File: src/rtl/pipeline_stall_ctrl_pkg.sv
// Shared definitions for the ID-stage hazard controller: FSM encoding, $zero, cycle defaults.
// Optional STALL_STATS_EN in the top level adds a saturating stall-cycle counter.
package pipeline_stall_ctrl_pkg;

   typedef enum logic {
      MdIdle = 1'b0,
      MdBusy = 1'b1
   } md_state_e;

   localparam logic [4:0] RegZero = 5'd0;

   localparam int unsigned MultCyclesDef = 5;
   localparam int unsigned DivCyclesDef  = 10;
   localparam int unsigned CntWDef       = 4;

endpackage

File: src/rtl/md_busy_timer.sv
// Mult/div occupancy tracker: IDLE/BUSY FSM with a down-counter loaded on start.
// A start seen while BUSY is ignored so an in-flight operation is never extended.
module md_busy_timer
   import pipeline_stall_ctrl_pkg::*;
#(
   parameter int unsigned MULT_CYCLES = MultCyclesDef,
   parameter int unsigned DIV_CYCLES  = DivCyclesDef,
   parameter int unsigned CNT_W       = CntWDef
) (
   input  logic clk,
   input  logic reset,
   input  logic start,
   input  logic is_div,
   output logic busy
);

   md_state_e        state_q, state_d;
   logic [CNT_W-1:0] cnt_q, cnt_d;

   always_ff @(posedge clk or posedge reset) begin
      if (reset) begin
         state_q <= MdIdle;
         cnt_q   <= '0;
      end else begin
         state_q <= state_d;
         cnt_q   <= cnt_d;
      end
   end

   always_comb begin
      state_d = state_q;
      cnt_d   = cnt_q;
      unique case (state_q)
         MdIdle: begin
            if (start) begin
               state_d = MdBusy;
               cnt_d   = is_div ? CNT_W'(DIV_CYCLES) : CNT_W'(MULT_CYCLES);
            end
         end
         MdBusy: begin
            // Last busy cycle when the count reaches 1; <= also guards a zero load.
            if (cnt_q <= CNT_W'(1)) begin
               state_d = MdIdle;
               cnt_d   = '0;
            end else begin
               cnt_d = cnt_q - CNT_W'(1);
            end
         end
      endcase
   end

   assign busy = (state_q == MdBusy);

endmodule

File: src/rtl/pipeline_stall_ctrl.sv
// ID-stage hazard controller: load-use and HI/LO-busy stalls drive PC/IF-ID enables and ID/EX flush.
// Define STALL_STATS_EN to add the saturating stall_cycles output.
module pipeline_stall_ctrl
   import pipeline_stall_ctrl_pkg::*;
#(
   parameter int unsigned MULT_CYCLES = MultCyclesDef,
   parameter int unsigned DIV_CYCLES  = DivCyclesDef,
   parameter int unsigned CNT_W       = CntWDef
) (
   input  logic        clk,
   input  logic        reset,
   input  logic [4:0]  id_rs,
   input  logic [4:0]  id_rt,
   input  logic        id_use_rs,
   input  logic        id_use_rt,
   input  logic        id_is_md,
   input  logic        ex_load,
   input  logic [4:0]  ex_wa,
   input  logic        ex_md_start,
   input  logic        ex_md_div,
   output logic        pc_en,
   output logic        if_id_en,
   output logic        id_ex_flush,
   output logic        stall,
   output logic        md_busy
`ifdef STALL_STATS_EN
   ,
   output logic [31:0] stall_cycles
`endif
);

   logic load_use;
   logic md_stall;
   logic stall_raw;

   md_busy_timer #(
      .MULT_CYCLES (MULT_CYCLES),
      .DIV_CYCLES  (DIV_CYCLES),
      .CNT_W       (CNT_W)
   ) u_md_busy_timer (
      .clk    (clk),
      .reset  (reset),
      .start  (ex_md_start),
      .is_div (ex_md_div),
      .busy   (md_busy)
   );

   always_comb begin
      load_use  = ex_load && (ex_wa != RegZero) &&
                  ((id_use_rs && (id_rs == ex_wa)) || (id_use_rt && (id_rt == ex_wa)));
      md_stall  = id_is_md && (md_busy || ex_md_start);
      stall_raw = load_use || md_stall;
   end

   // Reset forces the pipeline to free-run regardless of the hazard inputs.
   assign stall       = stall_raw && !reset;
   assign pc_en       = !stall;
   assign if_id_en    = !stall;
   assign id_ex_flush = stall;

`ifdef STALL_STATS_EN
   logic [31:0] stall_cycles_q, stall_cycles_d;

   always_comb begin
      stall_cycles_d = stall_cycles_q;
      if (stall && (stall_cycles_q != 32'hFFFF_FFFF)) begin
         stall_cycles_d = stall_cycles_q + 32'd1;
      end
   end

   always_ff @(posedge clk or posedge reset) begin
      if (reset) begin
         stall_cycles_q <= '0;
      end else begin
         stall_cycles_q <= stall_cycles_d;
      end
   end

   assign stall_cycles = stall_cycles_q;
`endif

endmodule

File: config.mk
export PLATFORM = sky130hd
export DESIGN_NAME = pipeline_stall_ctrl
export DESIGN_NICKNAME = d
export VERILOG_FILES = /design/src/rtl/pipeline_stall_ctrl_pkg.sv /design/src/rtl/md_busy_timer.sv /design/src/rtl/pipeline_stall_ctrl.sv
export SDC_FILE = /design/constraint.sdc
export NUM_CORES = 1
export LEC_CHECK = 0
export BUFFER_PORTS_ARGS = -buffer_cell sky130_fd_sc_hd__buf_2
export CORE_MARGIN = 2
export CORE_UTILIZATION = 35
export DETAILED_ROUTE_END_ITERATION = 8
export GPL_TIMING_DRIVEN = 0
export PLACE_DENSITY = 0.67
export SLEW_MARGIN = 40
export SYNTH_ARGS = -nofsm -noshare
export SYNTH_HDL_FRONTEND = slang
export SYNTH_SLANG_ARGS = --single-unit
File: constraint.sdc
create_clock -name clk -period 1.75 [get_ports clk]
set_input_delay 0 -clock clk [delete_from_list [all_inputs] [get_ports clk]]
set_output_delay 0 -clock clk [all_outputs]
set_load 0.01 [all_outputs]
==> impl_results.md, run 1 <==
* Critical path required time at 1750 ps
* Ratio of final minimum period to clock period at 88.1%
* Unrepaired setup endpoints after global routing: false
* Count of flip-flops with a built-in enable after synthesis at 0
* Total via count in the routed design at 474
* Max-slew headroom at 76.8%
* Share of layout cells above drive strength 1 at 38.8%
* Via count of the first global-routing pass at 384
* Detailed-route wire length at 1050 um
* Clock tree root buffer cell: clkbuf_4
* Largest net degree at the start of global routing at 11
* Clock latency on the worst-skew pair at 250 ps
* Depth of the CTS H-tree at 1
* IO buf count at 27
* TritonCTS clock tree: built
* Warning count from the yosys run at 0
* Net count of the mapped netlist at 79
* Highest net fanout along the worst path at 11
* Average via count per standard cell at 4.74
* Cell chain of the critical path: nor2_1 -> nor3b_1 -> a21oi_1 -> buf_4 -> buf_2
* Delay of the slowest cell on the worst path at 520 ps
* Chip width at 40.2 um
* Global-route wire length before repair at 1500 um
* Clock buffers created by TritonCTS at 3
* Area of the placeable core at 0.00125 sq mm
* Layout Nets at 111
* Dominant register cell in the synthesized netlist: dfrtp_1
* Type of the worst setup path: register to output pin
* Initial antenna violation count at 0
* Slew at the pin closest to its max-slew limit at 343 ps
* Post-synthesis cell count at 54
* Die Ht at 40.2 um
* DP HPWL at 840 um
* Final critical-path required period at 1540 ps
* Clock Sinks at 5
* Worst-case clock skew at 7.54 ps
* Portion of synthesized cell area occupied by the leading cell type at 27.3%
* Last weighted congestion value of the routability-driven placer at 0.745
* Hold Path Depth at 2
* Post-synthesis cell area at 458 sq um
* Library cell with the highest instance count after synthesis: xnor2_1
* Count of final max-slew check failures at 0
* Die area at 0.00161 sq mm
* Synthesized area per cell at 8.48 sq um
* Pwr Total at 739 uW
* Num ports at 28
* Cell with the largest stage delay on the worst path: dfrtp_1
* Number of hold violations in the final report at 0
* Run status: finished clean
* Sequential share of the synthesized area at 27.3%
* Number of cells on the worst reg-to-reg path at 6
* Final hold slack at 58.0 ps
* Inserted Diodes at 0
* Share of synthesized flip-flops with an asynchronous set or reset at 100%
* FF+latch count, synth at 5
* Filler Cells Inserted at 127
* Number of optimization iterations in the first detailed-route pass at 4
* Cell types with the highest counts after synthesis: 10 x xnor2_1, 5 x dfrtp_1, 5 x inv_1
* Top area cells in the synthesized netlist: dfrtp_1 27%, xnor2_1 19%, ha_1 5.5%
* Worst Path Arrival at 1540 ps
* Unique masters post-synth at 24
* Number of design-rule violations left by the first detailed-router iteration at 6
* Maximum Capacitance Violations at 0
* Leakage power of the design at 0.000321 uW
* Count of antenna-violating nets left after detailed routing at 0
* Drt drc at 0
* Worst voltage drop across the vdd grid at 577 uV
* Type of the worst min-delay path: primary input to register
* Dpl cell area at 612 sq um
* Fmax at 649 MHz
* Area growth, synth to finish at 41.8%
* Startpoint types: register
* Routed length per instance at 10.5 um
* Max Root-Sink Buffers at 2
* PwrDens at 1140 mW/mm^2
* Setup crit end kind: output pin
* Clock edge transition at the registers on the reported setup and hold paths at 50 ps
* Overall routing resource usage at 14.3%
* Initial standard-cell utilization of the core at 36.6%
* Row Count at 13
* Cell type with the highest aggregate area in the netlist: dfrtp_1
* GRT overflow at 0
* TNS Setup at 0 ps
* Setup Viol. Count Final at 0
* Final standard cell area without fillers at 649 sq um
[repair_timing]
action / CTS / global route
setup endpoints to repair: 0 / 3
hold buffers: 1 / 0
buffers inserted: 0 / 0
hold endpoints to repair: 5 / 0
gates resized for setup: 0 / 1
[path summary, 6_finish.rpt]
kind	startpoint	end	slack (ps)
max	u_md_busy_timer.busy	pc_en	210
min	ex_md_div	u_md_busy_timer.cnt_q[2]	60
max reg2reg	u_md_busy_timer.cnt_q[0]	u_md_busy_timer.cnt_q[3]	280
min reg2reg	u_md_busy_timer.cnt_q[0]	u_md_busy_timer.cnt_q[0]	540
max in group asynchronous	reset	u_md_busy_timer.cnt_q[1]	1360
min in group asynchronous	reset	u_md_busy_timer.cnt_q[3]	210
[through the flow]
stage	std cells	util, %	setup WS [ps]
after floorplan	54	-	301
after global placement	96	48.9	129
after detailed placement	96	48.9	120
after CTS	101	51.7	93.6
after global routing	100	51.8	112
final	100	51.8	209
[report_power, final]
part | total, uW | switching (uW) | internal (uW)
sequential | 248 | 76.8 | 171
clock | 136 | 49.8 | 86.4
combinational | 355 | 171 | 184
[cells in the final DEF, fill, tap and decap left out, drive strengths merged]
| cell type | Yosys | routed |
|---|---|---|
| buf | 2 | 29 |
| a21oi | 2 | 2 |
| nor2b | 1 | 1 |
| xnor2 | 10 | 10 |
| nand4 | 2 | 2 |
| clkbuf | 1 | 4 |
| a21o | 2 | 2 |
| nand4b | 1 | 1 |
| nor3b | 1 | 1 |
| or4 | 1 | 1 |
| o21ai | 2 | 2 |
| nand2b | 1 | 1 |
| ha | 2 | 2 |
| nor3 | 2 | 2 |
| o31ai | 1 | 1 |
| o22ai | 4 | 4 |
| nor2 | 3 | 3 |
| inv | 5 | 5 |
| mux2i | 2 | 2 |
| dlygate4sd3 | 0 | 1 |
| nand2 | 2 | 2 |
| dfrtp | 5 | 5 |
| o311ai | 1 | 1 |
| o32ai | 1 | 1 |
[area by class of cell]
type	instances	area, sq um	area share [%]
Multi-Input combinational cell	41	300	46.2
Inverter	5	18.8	2.89
Tap cell	15	18.8	2.89
Timing Repair Buffer	28	145	22.4
Buffer	2	15.0	2.31
Clock buffer	4	26.3	4.05
Sequential cell	5	125	19.3
[critical path, delay by kind of cell (launching register included)]
kind / cells / cell delay (ps)
compound gates: 1 / 100
buf+inv: 2 / 270
flops: 1 / 520
simple gates: 2 / 420
[sequential cells by signal, indices dropped and copies added (netlist names)]
name and flops:
u_md_busy_timer.cnt_q 4, u_md_busy_timer.busy 1
[metal layers]
metal,routed length (um),GRT usage (%),vias to the layer above
li1,-,-,254
met1,472,17.9,206
met2,516,21.4,12
met3,50,6.67,2
met4,14,5.00,0
met5,0,0,-
[logic make-up (layout without fill, tap and decap cells)]
family | after synthesis | after routing | share of synthesized area (%)
simple gates | 14 | 14 | 16.9
flops | 5 | 5 | 27.3
mux | 2 | 2 | 4.37
fa+ha+maj | 2 | 2 | 5.46
buf+inv | 8 | 39 | 8.20
xor+xnor | 10 | 10 | 19.1
compound gates | 13 | 13 | 18.6
Power figures use the tool's default switching activity.
==> run 2: changes to the inputs <==
Settings changed: MAX_ROUTING_LAYER set to met4.
Clock period 1.75 ns to 1.55 ns, I/O delays scaled along.
==> run 2 against run 1 <==
  * First-iteration DRC count unchanged
  * Core utilization increased by 1.0 points
  * Register-to-register slack got worse by 150 ps
  * Highest routed layer unchanged
  * Sequential share of layout area decreased by 0.18 points
  * Sequential power increased by 19%
  * Combinational power increased by 19%
==> impl_results.md, run 2 (synthesis results as in run 1) <==
* Leakage power of the design at 0.000321 uW (about the same)
* DP HPWL at 840 um (unchanged)
* Number of design-rule violations left by the first detailed-router iteration at 6 (unchanged)
* Largest net degree at the start of global routing at 12 (was 11)
* Num ports at 28 (unchanged)
* Ratio of final minimum period to clock period at 91.6%
* Area of the placeable core at 0.00125 sq mm (unchanged)
* Depth of the CTS H-tree at 1 (unchanged)
* Clock Sinks at 5 (unchanged)
* Final hold slack at 49.8 ps (was 58.0 ps)
* Number of hold violations in the final report at 0 (unchanged)
* Count of final max-slew check failures at 0 (unchanged)
* Type of the worst setup path: register to register (was register to output pin)
* Unrepaired setup endpoints after global routing: false (unchanged)
* IO buf count at 27 (unchanged)
* TritonCTS clock tree: built (unchanged)
* Highest net fanout along the worst path at 5 (was 11)
* Register bank with the most flops: u_md_busy_timer.cnt_q (unchanged)
* Maximum Capacitance Violations at 0 (unchanged)
* Number of optimization iterations in the first detailed-route pass at 4 (unchanged)
* Slew at the pin closest to its max-slew limit at 306 ps (was 343 ps)
* CP bufs+invs at 1 (was 2)
* Number of flip-flops in the largest register at 4 (unchanged)
* Setup Viol. Count Final at 0 (unchanged)
* Layout Nets at 111 (unchanged)
* Leading cell types in the layout, fill and taps excluded: 27 x buf_2, 10 x xnor2_1, 5 x inv_1, 4 x o22ai_1, 4 x dfrtp_1 (was 27 x buf_2, 10 x xnor2_1, 5 x inv_1, 5 x dfrtp_1, 4 x o22ai_1)
* Average via count per standard cell at 4.91 (was 4.74)
* Dpl cell area at 612 sq um (unchanged)
* Global-route wire length before repair at 1520 um (was 1500 um)
* Worst path top cell family by delay: compound AO/OA/AOI/OAI gates (was flip-flops)
* Fmax at 704 MHz
* Via count of the first global-routing pass at 384 (unchanged)
* Clock tree root buffer cell: clkbuf_4 (unchanged)
* Combinational fraction of design power at 48.7% (was 48.0%)
* Clock Power Share at 17.3% (was 18.4%)
* Inserted Diodes at 0 (unchanged)
* Final core utilization at 52.8% (was 51.8%)
* Part of the total power dissipated in sequential elements at 34.1% (was 33.6%)
* Initial antenna violation count at 0 (unchanged)
* Overall routing resource usage at 15.1% (was 14.3%)
* Clock edge transition at the registers on the reported setup and hold paths at 40 ps (was 50 ps)
* Routed length per instance at 10.3 um (was 10.5 um)
* TNS Setup at 0 ps (unchanged)
* Net Sw Frac at 40.7% (was 40.2%)
* Internal power consumption at 516 uW (was 442 uW)
* Worst voltage drop across the vdd grid at 662 uV (was 577 uV)
* Cell with the largest stage delay on the worst path: dfrtp_1 (unchanged)
* Worst Path Arrival at 1550 ps (was 1540 ps)
* Max Root-Sink Buffers at 2 (unchanged)
* Total via count in the routed design at 491 (was 474)
* Delay of the slowest cell on the worst path at 410 ps (was 520 ps)
* Share of layout cells above drive strength 1 at 41.2% (was 38.8%)
* Worst-case clock skew at 4.04 ps (was 7.54 ps)
* Chip width at 40.2 um (unchanged)
* Row Count at 13 (unchanged)
* Clock latency on the worst-skew pair at 240 ps (was 250 ps)
* Run status: finished clean (unchanged)
* Detailed-route wire length at 1030 um (was 1050 um)
* Startpoint types: register (unchanged)
* Final standard cell area without fillers at 662 sq um (was 649 sq um)
* Sw Pwr at 354 uW (was 297 uW)
* GRT overflow at 0 (unchanged)
* Clock buffers created by TritonCTS at 3 (unchanged)
* PwrDens at 1310 mW/mm^2 (was 1140 mW/mm^2)
* Initial standard-cell utilization of the core at 36.6% (unchanged)
* Cell chain of the critical path: inv_1 -> ha_1 -> nor2_1 -> o31ai_4 -> o22ai_1 -> a21o_1 (was nor2_1 -> nor3b_1 -> a21oi_1 -> buf_4 -> buf_2)
* Last weighted congestion value of the routability-driven placer at 0.755 (was 0.745)
* Count of antenna-violating nets left after detailed routing at 0 (unchanged)
* Final critical-path required period at 1420 ps
* Die area at 0.00161 sq mm (unchanged)
* Max-slew headroom at 79.3% (was 76.8%)
* Type of the worst min-delay path: primary input to register (unchanged)
* Area growth, synth to finish at 44.5% (was 41.8%)
* Pwr Total at 869 uW (was 739 uW)
* Drt drc at 0 (unchanged)
* Critical path required time at 1680 ps (was 1750 ps)
* Die Ht at 40.2 um (unchanged)
* Commonest non-fill, non-tap cell in the layout: buf_2 (unchanged)
* Setup crit end kind: register (was output pin)
==> run 2: changes by cell type in the layout (fill, tap and decap cells not counted) <==
cell | previous run | this run
nor2_1 | 3 | 2
dfrtp_2 | 0 | 1
o31ai_4 | 0 | 1
dfrtp_1 | 5 | 4
nor2_2 | 0 | 1
o31ai_2 | 1 | 0
==> run 2: worst paths after layout <==
check                                    startpoint                        to  slack, ps  depth (start not counted)
min in group asynchronous                     reset  u_md_busy_timer.cnt_q[3]        210                          3
max                        u_md_busy_timer.cnt_q[0]  u_md_busy_timer.cnt_q[3]        130                          6
max reg2reg                u_md_busy_timer.cnt_q[0]  u_md_busy_timer.cnt_q[3]        130                          6
min                                       ex_md_div  u_md_busy_timer.cnt_q[2]         50                          2
min reg2reg                u_md_busy_timer.cnt_q[0]  u_md_busy_timer.cnt_q[0]        540                          1
max in group asynchronous                     reset      u_md_busy_timer.busy       1160                          3
==> run 2: final cells by class <==
class                   count  area [sq um]
flip-flops and latches      5           126
well taps                  15          18.8
inverters                   5          18.8
multi-input cells          41           312
fillers                   126           591
clock buffers               4          26.3
repair buffers             28           145
plain buffers               2          15.0
==> run 2: worst register-to-register path, stage by stage (launching register included) <==
cell,delay [ps]
dfrtp_1,410
inv_1,80
ha_1,180
nor2_1,90
o31ai_4,250
o22ai_1,130
a21o_1,180
==> run 2: timing repair <==
item,4_1_cts,5_1_grt
setup buffers,0,0
pin swaps,0,0
endpoints found under the hold margin,5,0
setup endpoints to repair,4,3
gates resized for setup,1,3
hold buffers,1,0
cloned,0,0
==> run 2: power groups by stage <==
stage	Sequential [uW]	Clock (uW)	Combinational [uW]
global placement	249	0	413
global route	309	166	491
detailed placement	252	0	420
floorplan	245	0	307
CTS	281	157	400
finish	296	150	423
==> run 2: metrics by stage <==
stage                     setup slack [ps]  std cells
after detailed placement             -79.9         96
after global routing                  27.4        100
final                                  130        100
after global placement               -70.5         96
after CTS                             20.9        100
after floorplan                        101         54
==> run 2: routing by layer <==
layer	track usage (%)	vias to the layer above	wire length, um
li1	-	256	-
met1	17.9	219	435
met2	22.6	14	520
met3	6.67	2	55
met4	5.00	0	14
met5	-	-	0
